## src/rtl/ins_fetcher_pkg.sv

```systemverilog
// Shared fetch-side types, opcode constants and instruction-queue encodings.
// JAL_PREDICT_EN adds the J-immediate decode helper used by fetch predecode.
package ins_fetcher_pkg;

  typedef logic [31:0] INS_TYPE;
  typedef logic [31:0] ADDR_TYPE;

  localparam int OPCODE_RANGE = 7;
  localparam logic [OPCODE_RANGE-1:0] OPCODE_JAL = 7'b1101111;
  localparam INS_TYPE ZERO_WORD = 32'h0000_0000;
  localparam ADDR_TYPE PC_STEP = 32'd4;

  typedef enum logic [1:0] {
    IQ_IDLE = 2'd0,
    IQ_BUSY = 2'd1,
    IQ_DROP = 2'd2
  } iq_state_e;

  typedef struct packed {
    ADDR_TYPE pc;
    INS_TYPE  ins;
  } iq_entry_t;

`ifdef JAL_PREDICT_EN
  function automatic ADDR_TYPE jal_imm(input INS_TYPE w);
    return {{12{w[31]}}, w[19:12], w[20], w[30:21], 1'b0};
  endfunction
`endif

endpackage

```

## src/rtl/ins_fetcher_queue.sv

```systemverilog
// Instruction queue: circular buffer of {pc, word} with flush.
// Flush wins over push and pop in the same cycle.
module ins_queue
  import ins_fetcher_pkg::*;
#(
  parameter int DEPTH = 4
) (
  input  logic      clk,
  input  logic      rst_n,
  input  logic      flush,
  input  logic      push,
  input  iq_entry_t push_data,
  input  logic      pop,
  output iq_entry_t head,
  output logic      full,
  output logic      empty
);

  localparam int PW = $clog2(DEPTH);
  localparam int CW = PW + 1;

  iq_entry_t      mem [DEPTH];
  logic [PW-1:0]  head_ptr;
  logic [PW-1:0]  tail_ptr;
  logic [CW-1:0]  count;
  logic           do_push;
  logic           do_pop;

  assign full    = (count == CW'(DEPTH));
  assign empty   = (count == '0);
  assign do_push = push && !full;
  assign do_pop  = pop && !empty;
  assign head    = mem[head_ptr];

  always_ff @(posedge clk or negedge rst_n) begin
    if (!rst_n) begin
      head_ptr <= '0;
      tail_ptr <= '0;
      count    <= '0;
      for (int i = 0; i < DEPTH; i++) begin
        mem[i] <= '0;
      end
    end else if (flush) begin
      head_ptr <= '0;
      tail_ptr <= '0;
      count    <= '0;
    end else begin
      if (do_push) begin
        mem[tail_ptr] <= push_data;
        tail_ptr      <= tail_ptr + 1'b1;
      end
      if (do_pop) begin
        head_ptr <= head_ptr + 1'b1;
      end
      unique case ({do_push, do_pop})
        2'b10:   count <= count + 1'b1;
        2'b01:   count <= count - 1'b1;
        default: count <= count;
      endcase
    end
  end

endmodule

```

## src/rtl/ins_fetcher.sv

```systemverilog
// Instruction fetcher: one outstanding memory request feeding a small queue.
// Define JAL_PREDICT_EN to follow JAL targets at fetch time.
module ins_fetcher
  import ins_fetcher_pkg::*;
#(
  parameter int       IQ_DEPTH = 4,
  parameter ADDR_TYPE RESET_PC = 32'h0
) (
  input  logic        clk,
  input  logic        rst_n,
  input  logic        rdy,
  output logic        mem_req_valid,
  output logic [31:0] mem_req_addr,
  input  logic        mem_req_ready,
  input  logic        mem_resp_valid,
  input  logic [31:0] mem_resp_data,
  output logic        inst_valid,
  output logic [31:0] inst,
  output logic [31:0] inst_pc,
  input  logic        inst_ready,
  input  logic        redirect_valid,
  input  logic [31:0] redirect_pc
);

  iq_state_e state;
  iq_state_e state_nx;
  ADDR_TYPE  fetch_pc;
  ADDR_TYPE  req_pc;
  ADDR_TYPE  next_pc;

  logic      redir;
  logic      req_fire;
  logic      push;
  logic      pop;
  logic      q_full;
  logic      q_empty;
  iq_entry_t q_head;
  iq_entry_t q_in;

  // Redirect is held off while stalled; responses are not.
  assign redir    = redirect_valid && rdy;
  assign req_fire = mem_req_valid && mem_req_ready;
  assign push     = (state == IQ_BUSY) && mem_resp_valid && !redir;
  assign pop      = inst_valid && inst_ready;

  assign mem_req_valid = rst_n && (state == IQ_IDLE) && rdy
                         && !redirect_valid && !q_full;
  assign mem_req_addr  = fetch_pc;

  assign inst_valid = rst_n && !q_empty && !redirect_valid && rdy;
  assign inst       = q_head.ins;
  assign inst_pc    = q_head.pc;

  assign q_in.pc  = req_pc;
  assign q_in.ins = mem_resp_data;

  always_comb begin
    next_pc = req_pc + PC_STEP;
`ifdef JAL_PREDICT_EN
    if (mem_resp_data[OPCODE_RANGE-1:0] == OPCODE_JAL) begin
      next_pc = req_pc + jal_imm(mem_resp_data);
    end
`endif
  end

  always_comb begin
    state_nx = state;
    unique case (state)
      IQ_IDLE: begin
        if (!redir && req_fire) state_nx = IQ_BUSY;
      end
      IQ_BUSY: begin
        if (mem_resp_valid) state_nx = IQ_IDLE;
        else if (redir)     state_nx = IQ_DROP;
      end
      IQ_DROP: begin
        if (mem_resp_valid) state_nx = IQ_IDLE;
      end
      default: state_nx = IQ_IDLE;
    endcase
  end

  always_ff @(posedge clk or negedge rst_n) begin
    if (!rst_n) begin
      state    <= IQ_IDLE;
      fetch_pc <= RESET_PC;
      req_pc   <= '0;
    end else begin
      state <= state_nx;
      if (redir) begin
        fetch_pc <= redirect_pc;
      end else if (push) begin
        fetch_pc <= next_pc;
      end
      if (req_fire) begin
        req_pc <= fetch_pc;
      end
    end
  end

  ins_queue #(
    .DEPTH(IQ_DEPTH)
  ) u_queue (
    .clk       (clk),
    .rst_n     (rst_n),
    .flush     (redir),
    .push      (push),
    .push_data (q_in),
    .pop       (pop),
    .head      (q_head),
    .full      (q_full),
    .empty     (q_empty)
  );

endmodule

```

## config.mk

```make
export PLATFORM = sky130hd
export DESIGN_NAME = ins_fetcher
export DESIGN_NICKNAME = d
export VERILOG_FILES = /design/src/rtl/ins_fetcher_pkg.sv /design/src/rtl/ins_fetcher_queue.sv /design/src/rtl/ins_fetcher.sv
export SDC_FILE = /design/constraint.sdc
export NUM_CORES = 1
export LEC_CHECK = 0
export BUFFER_PORTS_ARGS = -buffer_cell sky130_fd_sc_hd__buf_2
export CAP_MARGIN = 20
export CORE_ASPECT_RATIO = 2
export CORE_MARGIN = 2
export CORE_UTILIZATION = 60
export CTS_CLUSTER_DIAMETER = 40
export DETAILED_ROUTE_END_ITERATION = 7
export PLACE_DENSITY_LB_ADDON = 0.12
export SLEW_MARGIN = 5
export SYNTH_ARGS = -nofsm -noshare
export SYNTH_HDL_FRONTEND = slang
export SYNTH_SLANG_ARGS = --single-unit
```

## constraint.sdc

```tcl
create_clock -name clk -period 6.05 [get_ports clk]
set_input_delay 0.605 -clock clk [delete_from_list [all_inputs] [get_ports clk]]
set_output_delay 0.605 -clock clk [all_outputs]
set_load 0.02 [all_outputs]
```

* Word level (Yosys, flattened, before mapping) *
Cells that the tools add are included.

operators by class
  add/subtract/negate cells = 5
  equality and inequality tests = 8
  muxes and demuxes = 19
  bitwise logic cells = 3
  reductions and logical operators = 28
  magnitude comparators = 3

operators by type and width
  kind                                                count
  bitwise mux 256 bit                                 1
  2-to-1 mux 64 bit                                   3
  binary-select mux 64 bit (select 2 bit)             1
  demux 64 bit (select 2 bit)                         1
  2-to-1 mux 32 bit                                   2
  adder 32 x 3 -> 32 bit, second input constant       1
  logical AND 1 bit                                   16
  2-to-1 mux 2 bit                                    8
  >= comparator 3 bit, second input constant          2
  NOT 2 -> 3 bit                                      2
  one-hot mux 2 bit (3 select lines)                  1
  one-hot mux 3 bit (2 select lines)                  1
  nonzero test 2 bit                                  3
  adder 2 x 1 -> 2 bit, second input constant         2
  == test 2 x 1 -> 1 bit, second input constant       2
  == test 2 bit, second input constant                2
  logical NOT 1 bit                                   4
  adder 3 x 1 -> 3 bit, second input constant         1
  == test 3 bit, second input constant                1
  logical NOT 3 bit                                   1
  < comparator 3 x 1 -> 1 bit, second input constant  1
  2-to-1 mux 3 bit                                    1
  != test 3 bit, second input constant                1
  AND reduction 3 bit                                 1
  other kinds (7)                                     7

word-level totals
  input bits = 71
  output and inout bits = 98
  word-level logic and storage cells = 80
  bits in registers = 329

* Longest topological paths before layout *
Gate-level depths: netlist of the first run.

  depth after elaboration = 10
  depth in mapped cells = 9
  gate-level depth less buffers = 9

* Cells and area by module *
From an unflattened synthesis of the first run, not the netlist that was laid out.

unflattened totals
  cells, all modules = 1008
  area, all modules = 15682.5 sq um

modules (own cells, without submodules)
  module       seq. area each (sq um)  times used  cells each  area an instance (sq um)
  ins_queue    6581.3                  1           682         12260.5
  ins_fetcher  1651.6                  1           326         3422.0

* Least setup slack after synthesis of the first run *
No wires, ideal clock.

  path type = input-to-reg
  start point = in redirect_valid
  end point = reg req_pc[10]
  setup slack = 3.514 ns
  cell stages on the path = 5
  data arrival time = 2.411 ns
  cells stage by stage = and3b_1 -> nor4b_1 -> nand2_1 -> buf_2 -> mux2_2

on the way
  cells in the longest elaborated chain, start to end = 4

ends and longest elaborated chain
  what                             RTL line           text
  from (decl)                      ins_fetcher.sv:21  input logic redirect_valid,
  logical NOT 1 bit                ins_fetcher.sv:47  && !redirect_valid && !q_full;
  logical AND 1 bit (2 in series)  ins_fetcher.sv:47
  net mem_req_valid                ins_fetcher.sv:12  output logic mem_req_valid,
  logical AND 1 bit                ins_fetcher.sv:42  assign req_fire = mem_req_valid && mem_req_ready;
  to (signal assigned)             ins_fetcher.sv:96  req_pc <= fetch_pc;
  to (decl)                        ins_fetcher.sv:28  ADDR_TYPE req_pc;

The timed path passes the listed nets, and every way through them passes these cells.
A chain may end at the register's enable or synchronous reset.

* Worst setup path in the final report of the first run *
  start point = reg u_queue.head_ptr[0]
  end point = out inst_pc[4]

on the way
  cells in the longest elaborated chain, start to end = 4

ends and longest elaborated chain
  what                                                   RTL line                 text
  from (decl)                                            ins_fetcher_queue.sv:23  logic [PW-1:0] head_ptr;
  from (signal assigned)                                 ins_fetcher_queue.sv:53  head_ptr <= head_ptr + 1'b1;
  NOT 2 -> 3 bit (not written as such)                   ins_fetcher_queue.sv:33  assign head = mem[head_ptr];
  binary-select mux 64 bit (select 2 bit)                ins_fetcher_queue.sv:33
  2-to-1 mux 64 bit (not written as such) (2 in series)  ins_fetcher_queue.sv:33
  to (decl)                                              ins_fetcher.sv:19        output logic [31:0] inst_pc,

No other way between the ends. The select of a mux whose other input is x is not followed.

==> impl_metrics.json, run 1 <==
{
  "via_count": 9005,
  "worstPathRequired_ns": 5.44,
  "hold_viol_final": 0,
  "insertion_delay_ns": 0.56,
  "final.setup_skew_ns": 0.00939,
  "synth_top_area_cell": "dfrtp_1",
  "die_height_um": 227,
  "peakVddDrop_uv": 312,
  "synth_seq_cells": 329,
  "grt_pass1_wl_um": 51200,
  "ctsHoldBuffers": 0,
  "timing.slew.headroom_pct": 25.9,
  "post_cts_buffers": 0,
  "yosys_most_used_dff": "dfrtp_1",
  "setup_tns_ns": 0,
  "clockRootBuffer": "clkbuf_16",
  "fmax_ghz": 0.281,
  "fin_crit_ns": 3.56,
  "io_pins": 169,
  "drtIter0Drc": 411,
  "critPathLaunchType": "register",
  "path_clk_slew_ns": 0.07,
  "wirelength_um": 32200,
  "initial_core_util_pct": 60.9,
  "gp_congestion": 0.795,
  "synth_area_leaders": "dfrtp_1, mux2_2, mux4_2",
  "cp_max_fo": 43,
  "dieArea_um2": 26100,
  "synth_top_area_share_pct": 55.4,
  "synth-edff-count": 0,
  "seq_area_frac_synth_pct": 55.4,
  "via_per_inst": 5.95,
  "grt.total_usage_pct": 25.4,
  "wl_per_cell_um": 21.3,
  "grt_max_degree": 88,
  "drtPass1Iterations": 7,
  "grt.overflow.total": 0,
  "tightest_slew_ns": 1.11,
  "powerDensity_nw_per_um2": 372,
  "grt_pass1_vias": 9442,
  "syn_nets": 1108,
  "cap_viol_max_count": 0,
  "drc": 0,
  "die_w_um": 115,
  "cts_resized": 0,
  "drive_gt1_share_pct": 48.6,
  "min_path_type": "in -> async",
  "syn_to_final_growth_pct": 14.0,
  "setup_viol": 0,
  "fin_total_pwr_w": 0.00631,
  "synthesis.area_um2": 14900,
  "fp-row-count": 81,
  "drv_slew": 0,
  "cts_max_level": 1,
  "outcome": "finished clean",
  "synth_cells": 1031,
  "numCtsBuffers": 30,
  "num_antenna_cells": 0,
  "numPortBuffers": 168,
  "cts_tree": "done",
  "clockBufferDepth": 3,
  "synth_async_sr_flop_share_pct": 100,
  "rsz0062_at_grt": "false",
  "cts_sinks": 329,
  "finalNetCount": 1239,
  "syn-mean-instance-area_um2": 14.4,
  "whs_ns": 0.0206,
  "ant_nets": 0,
  "cp_data_arrival_time_ns": 2.96,
  "fin_crit_sh_pct": 58.9,
  "p_leak_nw": 8.20,
  "ff2ff_path_depth": 6,
  "core_um2": 24400,
  "dpl.hpwl_um": 19700,
  "crit_path_end_kind": "output port",
  "synth_cell_types": 50,
  "antenna_found_initial": 0,
  "yosys_warnings": 0,
  "crit_type": "reg -> out"
}
==> stage by stage <==
stage	instances	cell area [um2]	worst slack, ns	utilization (%)
2_1_floorplan	1031	14900	3.51	-
3_3_place_gp	1459	15800	2.79	64.6
3_5_place_dp	1459	15800	2.71	64.6
4_1_cts	1511	16900	2.34	69.1
5_1_grt	1514	17000	2.24	69.4
6_report	1514	17000	2.49	69.4
==> power by group <==
group	internal, W	leakage [nW]	switching, W
registers	0.00255	4.37	0.000343
logic	0.000666	3.32	0.000683
clock network	0.00123	0.519	0.000835
total	0.00445	8.20	0.00186
==> per-layer routing <==
layer	up-vias	track usage [%]	share of wire, %
met2	243	44.3	53
met4	0	9.56	3.1
li1	4004	-	-
met3	49	3.21	4.6
met1	4709	32.1	39
met5	-	0	0
==> critical path, cell delays in order (launching register included) <==
cell and delay (ns):
dfrtp_4 1.03, buf_4 0.57, mux4_2 0.60, buf_2 0.18
==> worst paths after layout <==
kind	from	to	slack, ns
max in group asynchronous	rst_n	u_queue.mem[204]	4.17
min	rst_n	u_queue.mem[84]	0.02
max	u_queue.head_ptr[0]	inst_pc[4]	2.49
min in group clk	redirect_pc[20]	mem_req_addr[20]	0.25
min reg2reg	u_queue.mem[183]	u_queue.mem[183]	0.48
max reg2reg	state[1]	u_queue.count[2]	2.95
==> layout by cell type (no fill, tap or decap), types with 2 or more instances in the layout <==
cell type,n
nor4_1,5
nor4b_1,2
a31oi_1,4
o21ai_0,39
mux2i_1,4
and3_1,11
clkbuf_16,31
clkbuf_8,3
dfrtp_1,327
xor2_1,15
nor2_1,32
clkinvlp_4,4
bufinv_16,6
buf_4,8
dfrtp_4,2
buf_2,167
nor3b_1,4
and4_1,3
buf_16,3
mux4_2,64
nand3_1,15
xnor2_1,10
o22ai_1,10
clkinv_4,2
nand4_1,9
mux2_2,269
nand2_1,49
nand2_4,4
or3_1,4
and2_1,2
a21oi_1,19
nor3_1,8
a221o_1,2
mux2_1,8
clkbuf_1,2
inv_1,7
clkinv_2,2
ha_1,5
==> registers in the layout (all words and copies together), names as in the netlist <==
register / cells
req_pc: 32
u_queue.mem: 256
mem_req_addr: 32
u_queue.tail_ptr: 2
u_queue.count: 3
state: 2
u_queue.head_ptr: 2
==> cells in the mapped netlist, types with 2 or more instances <==
library cell	instances
dfrtp_1	329
mux2_2	269
mux4_2	64
nand2_1	49
o21ai_0	39
nor2_1	32
clkbuf_1	30
buf_2	23
a21oi_1	19
nand3_1	15
xor2_1	15
buf_6	12
and3_1	11
o22ai_1	10
xnor2_1	10
nand4_1	9
buf_1	8
mux2_1	8
nor3_1	8
inv_1	7
buf_4	5
ha_1	5
nor4_1	5
a31oi_1	4
mux2i_1	4
nand2_2	4
nor3b_1	4
or3_1	4
and2_1	3
and4_1	3
a221o_1	2
clkbuf_2	2
nor4b_1	2
==> area by class of cell <==
cell class	instances	area, um2
Sequential cell	329	8240
Timing Repair Buffer	179	993
Multi-Input combinational cell	615	6190
Tap cell	332	415
Clock buffer	36	825
Inverter	7	26.3
Fill cell	1778	7470
Clock inverter	16	263
==> cell families (layout without fill, tap and decap cells) <==
family,after synthesis,after routing,share of synthesized area (%)
flip-flops,329,329,55.4
multiplexers,345,345,30.9
AO/OA/AOI/OAI,81,81,3.04
buffers and inverters,87,238,3.14
XOR/XNOR,25,25,1.47
AND/OR/NAND/NOR,158,158,5.49
adder cells (fa/ha/maj),6,6,0.555
Note: power is estimated with default switching activity, not from simulation.
==> run 2, diff against run 1 <==
Settings changed: ABC_AREA from default to 1, CORE_UTILIZATION 60 to 59.
Clock period 6.05 ns to 3.7 ns, I/O delays scaled along.
==> run 2 against run 1 <==
Compared with the run above:
- global-route usage rose by 4.3 points
- first-iteration DRC count rose by 150%
- non-clock buffer count rose by 19
- routed wire length rose by 20%
- total power rose by 68%
- area after synthesis rose by 0.72%
- register-to-register slack got worse by 1.5 ns
- clock power rose by 64%
- cell count rose by 52%
- setup slack got worse by 1.9 ns
- die area rose by 2.4%
- critical path type unchanged
- largest power group unchanged
- highest routed layer unchanged
==> impl_metrics.json, run 2 <==
{
  "outcome": "finished clean",
  "synth_cell_types": 35,
  "crit_path_end_kind": "output port",
  "wirelength_um": 38600,
  "synth_area_leaders": "dfrtp_1, nand2_1, o21ai_1",
  "p_comb_share_pct": 25.0,
  "grt.total_usage_pct": 29.6,
  "synth_top_area_share_pct": 55.0,
  "drc": 0,
  "dieArea_um2": 26800,
  "via_count": 12808,
  "via_per_inst": 5.57,
  "drv_slew": 0,
  "numPortBuffers": 168,
  "synth_top_family_by_area": "simple AND/OR/NAND/NOR gates",
  "yosys_warnings": 0,
  "syn_nets": 1899,
  "dr_wl_met3_um": 1730,
  "synth_async_sr_flop_share_pct": 100,
  "yosysMostFrequentCell": "nand2_1",
  "tightest_slew_ns": 0.900,
  "crit_chain": "buf_4 > o21ai_0 > o22ai_1 > buf_2",
  "critPathLaunchType": "register",
  "worstPathRequired_ns": 3.33,
  "timing.slew.headroom_pct": 40.0,
  "setup_viol": 0,
  "yosys.area_share.simple_pct": 18.6,
  "drive_gt1_share_pct": 13.3,
  "rsz0062_at_grt": "false",
  "wl_per_cell_um": 16.8,
  "p_int_w": 0.00700,
  "fin_crit_ns": 3.08,
  "cap_viol_max_count": 0,
  "path_clk_slew_ns": 0.07,
  "grt.overflow.total": 0,
  "synthAdderAreaFrac_pct": 0.551,
  "core_um2": 25000,
  "synth_xor_xnor_area_share_pct": 0.351,
  "cts_tree": "done",
  "synth_compound_area_share_pct": 18.3,
  "cp_slowest_cell": "dfrtp_4",
  "crit_type": "reg -> out",
  "fill_cells": 2179,
  "cts_sinks": 329,
  "grt_max_degree": 123,
  "drtIter0Drc": 1017,
  "ys_top_cells_by_count": "nand2_1, dfrtp_1, o21ai_1",
  "initial_core_util_pct": 59.8,
  "seq_area_frac_synth_pct": 55.0,
  "synth_cells": 1822,
  "multi_input_area_um2": 5680,
  "finalWorstSetupSlack_ns": 0.617,
  "final_common_cell": "nand2_1",
  "fin_crit_sh_pct": 83.3,
  "largest_reg_flops": 256,
  "fin_util_pct": 68.4,
  "m1WireLength_um": 14900,
  "layout_common_cells": "nand2_1, dfrtp_1, o21ai_1",
  "synth_top_area_cell": "dfrtp_1",
  "post-place-ws_ns": 1.11,
  "min_path_type": "in -> reg",
  "grt_pass1_wl_um": 63000,
  "cp_data_arrival_time_ns": 2.71,
  "hold_viol_final": 0,
  "regArea_um2": 8240,
  "synthMuxAreaShare_pct": 0,
  "clockRootBuffer": "clkbuf_16",
  "clockBufferDepth": 3,
  "antenna_found_initial": 0,
  "insertion_delay_ns": 0.58,
  "highest_layer": "met4",
  "dr_wl_met2_um": 20200,
  "fmax_ghz": 0.324,
  "die_w_um": 117,
  "dpl.hpwl_um": 25100,
  "grt_pass1_vias": 12680,
  "yosys_most_used_dff": "dfrtp_1",
  "io_pins": 169,
  "fp-row-count": 82,
  "cp_max_fo": 54,
  "p_clk_share_pct": 32.0,
  "cts_max_level": 1,
  "synthesis.area_um2": 15000,
  "gp_congestion": 0.902,
  "final.setup_skew_ns": 0.0114,
  "swShare_pct": 33.9,
  "setup_tns_ns": 0,
  "peakVddDrop_uv": 494,
  "synth-edff-count": 0,
  "die_height_um": 229,
  "numCtsBuffers": 31,
  "seqPwrFrac_pct": 43.0,
  "top_register": "u_queue.mem",
  "syn-mean-instance-area_um2": 8.22,
  "syn_to_final_growth_pct": 14.3,
  "slowest_delay_ns": 0.70,
  "num_antenna_cells": 0,
  "p_leak_nw": 8.38,
  "drtPass1Iterations": 5,
  "finalNetCount": 2016,
  "synth_seq_cells": 329,
  "powerDensity_nw_per_um2": 619,
  "ant_nets": 0,
  "p_sw_w": 0.00360
}
==> run 2: cell count changes after synthesis, sizes merged, moves of 26 or more <==
cell / before / now
nand2: 53 / 483
o21ai: 40 / 441
mux2: 277 / 0
nor2: 32 / 185
inv: 7 / 134
mux4: 64 / 0
o22ai: 10 / 64
buf: 48 / 74
==> run 2: power by group through the flow <==
| stage | sequential (W) | clock [W] | combinational, W |
|---|---|---|---|
| floorplan | 0.00456 | 0 | 0.00172 |
| global placement | 0.00459 | 0 | 0.00259 |
| detailed placement | 0.00461 | 0 | 0.00265 |
| CTS | 0.00455 | 0.00345 | 0.00266 |
| global route | 0.00462 | 0.00359 | 0.00297 |
| finish | 0.00456 | 0.00339 | 0.00265 |
==> run 2: worst max-delay path, delay by kind of cell (launching register included) <==
family | cells | cell delay, ns
buffers and inverters | 2 | 0.81
AO/OA/AOI/OAI | 2 | 0.57
flip-flops | 1 | 0.70
==> run 2: kinds of logic (layout without fill, tap and decap cells) <==
group           after synthesis  in the layout
simple gates                709            709
compound gates              523            523
flops                       329            329
buf+inv                     249            390
fa+ha+maj                     6              6
xor+xnor                      6              6
==> run 2: routing by layer <==
layer,vias up,track usage (%)
met5,-,0
met4,0,13.5
met3,91,3.28
met2,367,52.6
met1,6149,35.5
li1,6201,-
==> run 2: area by class of cell <==
cell class	instances	share of cell area (%)
Timing Repair Buffer	198	6.89
Clock buffer	39	4.94
Multi-Input combinational cell	1244	33.2
Sequential cell	329	48.1
Clock inverter	18	1.43
Inverter	135	2.98
Tap cell	336	2.46
==> run 2: worst paths after layout <==
path,to,startpoint,slack [ns],cells after the start
worst max-delay path,inst_pc[21],u_queue.head_ptr[0],0.62,4
worst min-delay path,mem_req_addr[11],redirect_pc[11],0.01,3
worst max register to register,u_queue.mem[114],u_queue.count[0],1.42,6
worst min register to register,u_queue.mem[179],u_queue.mem[179],0.48,2
max in group asynchronous,mem_req_addr[28],rst_n,1.54,4
min in group asynchronous,u_queue.mem[90],rst_n,0.21,2
==> run 2: per-stage QoR <==
step	total power (W)	area (um2)	instances	hold WS [ns]
2_1_floorplan	0.00628	15000	1822	0.0744
3_3_place_gp	0.00719	15900	2234	0.211
3_5_place_dp	0.00725	15900	2235	0.216
4_1_cts	0.0107	17100	2297	0.00112
5_1_grt	0.0112	17100	2299	0.0153
6_report	0.0106	17100	2299	0.0135
==> run 2: timing repair <==
action	CTS	global route
endpoints found under the hold margin	25	0
resized for setup	0	0
setup buffers	0	0
hold buffers	5	0
==> run 3, diff against run 2 <==
Settings changed: ABC_AREA 1 to 0, CORE_UTILIZATION 59 to 53.
Clock period 3.7 ns to 2.7 ns, I/O delays scaled along.
==> run 3 against run 2 <==
Compared with the run above:
- routed wire length fell by 12%
- sequential share of layout area fell by 1.4 points
- clock power rose by 48%
- critical endpoint is now u_queue.count[2]
- largest power group unchanged
- highest routed layer unchanged
==> impl_metrics.json, run 3 (synthesis results as in run 1) <==
{
  "fin_crit_sh_pct": 92.7,
  "drtIter0Drc": 474,
  "cp_max_fo": 5,
  "regArea_um2": 8240,
  "largest_reg_flops": 256,
  "critPathLaunch": "u_queue.count[0]",
  "clockRootBuffer": "clkbuf_16",
  "dpl.hpwl_um": 22000,
  "cp_data_arrival_time_ns": 2.92,
  "peakVddDrop_uv": 614,
  "cap_viol_max_count": 0,
  "initial_core_util_pct": 54.0,
  "timing.slew.headroom_pct": 35.7,
  "worstHoldPathCells": 2,
  "layout_common_cells": "dfrtp_1, mux2_2, buf_2",
  "cts_sinks": 329,
  "p_leak_nw": 8.52,
  "min_path_type": "in -> reg",
  "ff2ff_path_depth": 7,
  "syn_to_final_growth_pct": 18.6,
  "die_height_um": 241,
  "min_from": "mem_resp_data[18]",
  "multi_input_area_um2": 6190,
  "drive_gt1_share_pct": 48.5,
  "wl_per_cell_um": 21.4,
  "cts_tree": "done",
  "setup_tns_ns": 0,
  "worstPathRequired_ns": 3.12,
  "core_um2": 27500,
  "grt_pass1_wl_um": 54400,
  "setup_viol": 0,
  "critPathLaunchType": "register",
  "drc": 0,
  "drv_slew": 0,
  "hold_viol_final": 0,
  "cts_resized": 0,
  "num_antenna_cells": 0,
  "via_per_inst": 5.76,
  "cts_max_level": 2,
  "fin_util_pct": 64.0,
  "fin_crit_ns": 2.50,
  "clockBufferDepth": 3,
  "r2r-start": "u_queue.count[0]",
  "gp_congestion": 0.783,
  "ant_nets": 0,
  "grt.overflow.total": 0,
  "fp-row-count": 86,
  "crit_chain": "or3_1 > and2_1 > nand2_1 > nor2_1 > fa_1 > o311a_1 > a221o_1",
  "fill_cells": 2180,
  "grt_max_degree": 152,
  "final.setup_skew_ns": 0.0294,
  "wirelength_um": 34200,
  "grt.total_usage_pct": 24.3,
  "insertion_delay_ns": 0.54,
  "die_w_um": 122,
  "cp_slowest_cell": "dfrtp_1",
  "crit_type": "reg -> reg",
  "rsz0062_at_grt": "false",
  "grt_pass1_vias": 9859,
  "dpl.cell_count": 1505,
  "powerDensity_nw_per_um2": 828,
  "finalNetCount": 1294,
  "stdcell_count": 1594,
  "numCtsBuffers": 35,
  "numPortBuffers": 168,
  "tightest_slew_ns": 0.964,
  "outcome": "finished clean",
  "antenna_found_initial": 0,
  "crit_path_end_kind": "register",
  "final_common_cell": "dfrtp_1",
  "dieArea_um2": 29500,
  "path_clk_slew_ns": 0.06,
  "io_pins": 169,
  "fmax_ghz": 0.399,
  "drtPass1Iterations": 5,
  "via_count": 9187,
  "slowest_delay_ns": 0.44,
  "fin_total_pwr_w": 0.0146,
  "top_register": "u_queue.mem"
}
run 3: cell count changes in the layout (fill, tap and decap cells not counted), moves of 64 or more:
cell	delta
nand2_1	-429
mux2_2	+269
o21ai_1	-255
nor2_1	-151
o21ai_0	-146
inv_1	-124
mux4_2	+64
run 3: worst paths after layout:
| check | to | slack [ns] |
|---|---|---|
| max | u_queue.count[2] | 0.20 |
| min | u_queue.mem[146] | 0.02 |
| max reg2reg | u_queue.count[2] | 0.20 |
| min reg2reg | u_queue.mem[173] | 0.48 |
| max in group asynchronous | u_queue.head_ptr[0] | 0.64 |
| min in group asynchronous | u_queue.mem[180] | 0.51 |
run 3: routing by layer:
metal	vias to the layer above	GRT usage (%)	routed length, um
met3	60	3.66	1330
met2	201	43.5	18500
met1	4799	29.5	13200
met4	0	8.46	1130
met5	-	0	0
li1	4127	-	-
run 3: power breakdown:
part / leakage [nW] / switching, W / internal, W / total [W]
combinational: 3.58 / 0.00160 / 0.00155 / 0.00315
sequential: 4.37 / 0.000718 / 0.00572 / 0.00644
clock: 0.577 / 0.00201 / 0.00301 / 0.00501
total: 8.52 / 0.00432 / 0.0103 / 0.0146
run 3: per-stage QoR:
stage	area (um2)	hold WS, ns	setup WS (ns)
2_1_floorplan	14900	-0.0256	0.246
3_3_place_gp	16200	0.456	0.279
3_5_place_dp	16200	0.465	0.211
4_1_cts	17600	0.000821	0.119
5_1_grt	17600	0.0146	0.0899
6_report	17600	0.0194	0.196
run 3: final cells by class:
cell class	count	share of cell area, %
Clock inverter	16	1.34
Sequential cell	329	46.7
Clock buffer	46	5.43
Multi-Input combinational cell	615	35.1
Inverter	7	0.149
Tap cell	352	2.50
Timing Repair Buffer	229	8.73
run 3: worst max-delay path, delay by kind of cell, from the launching register on:
| family | cells | cell delay [ns] |
|---|---|---|
| compound gates | 2 | 0.73 |
| simple gates | 4 | 0.79 |
| flops | 1 | 0.44 |
| fa+ha+maj | 1 | 0.44 |
run 3: timing repair:
action	CTS	global route
endpoints found under the hold margin	129	1
setup buffers	0	0
hold buffers	26	1
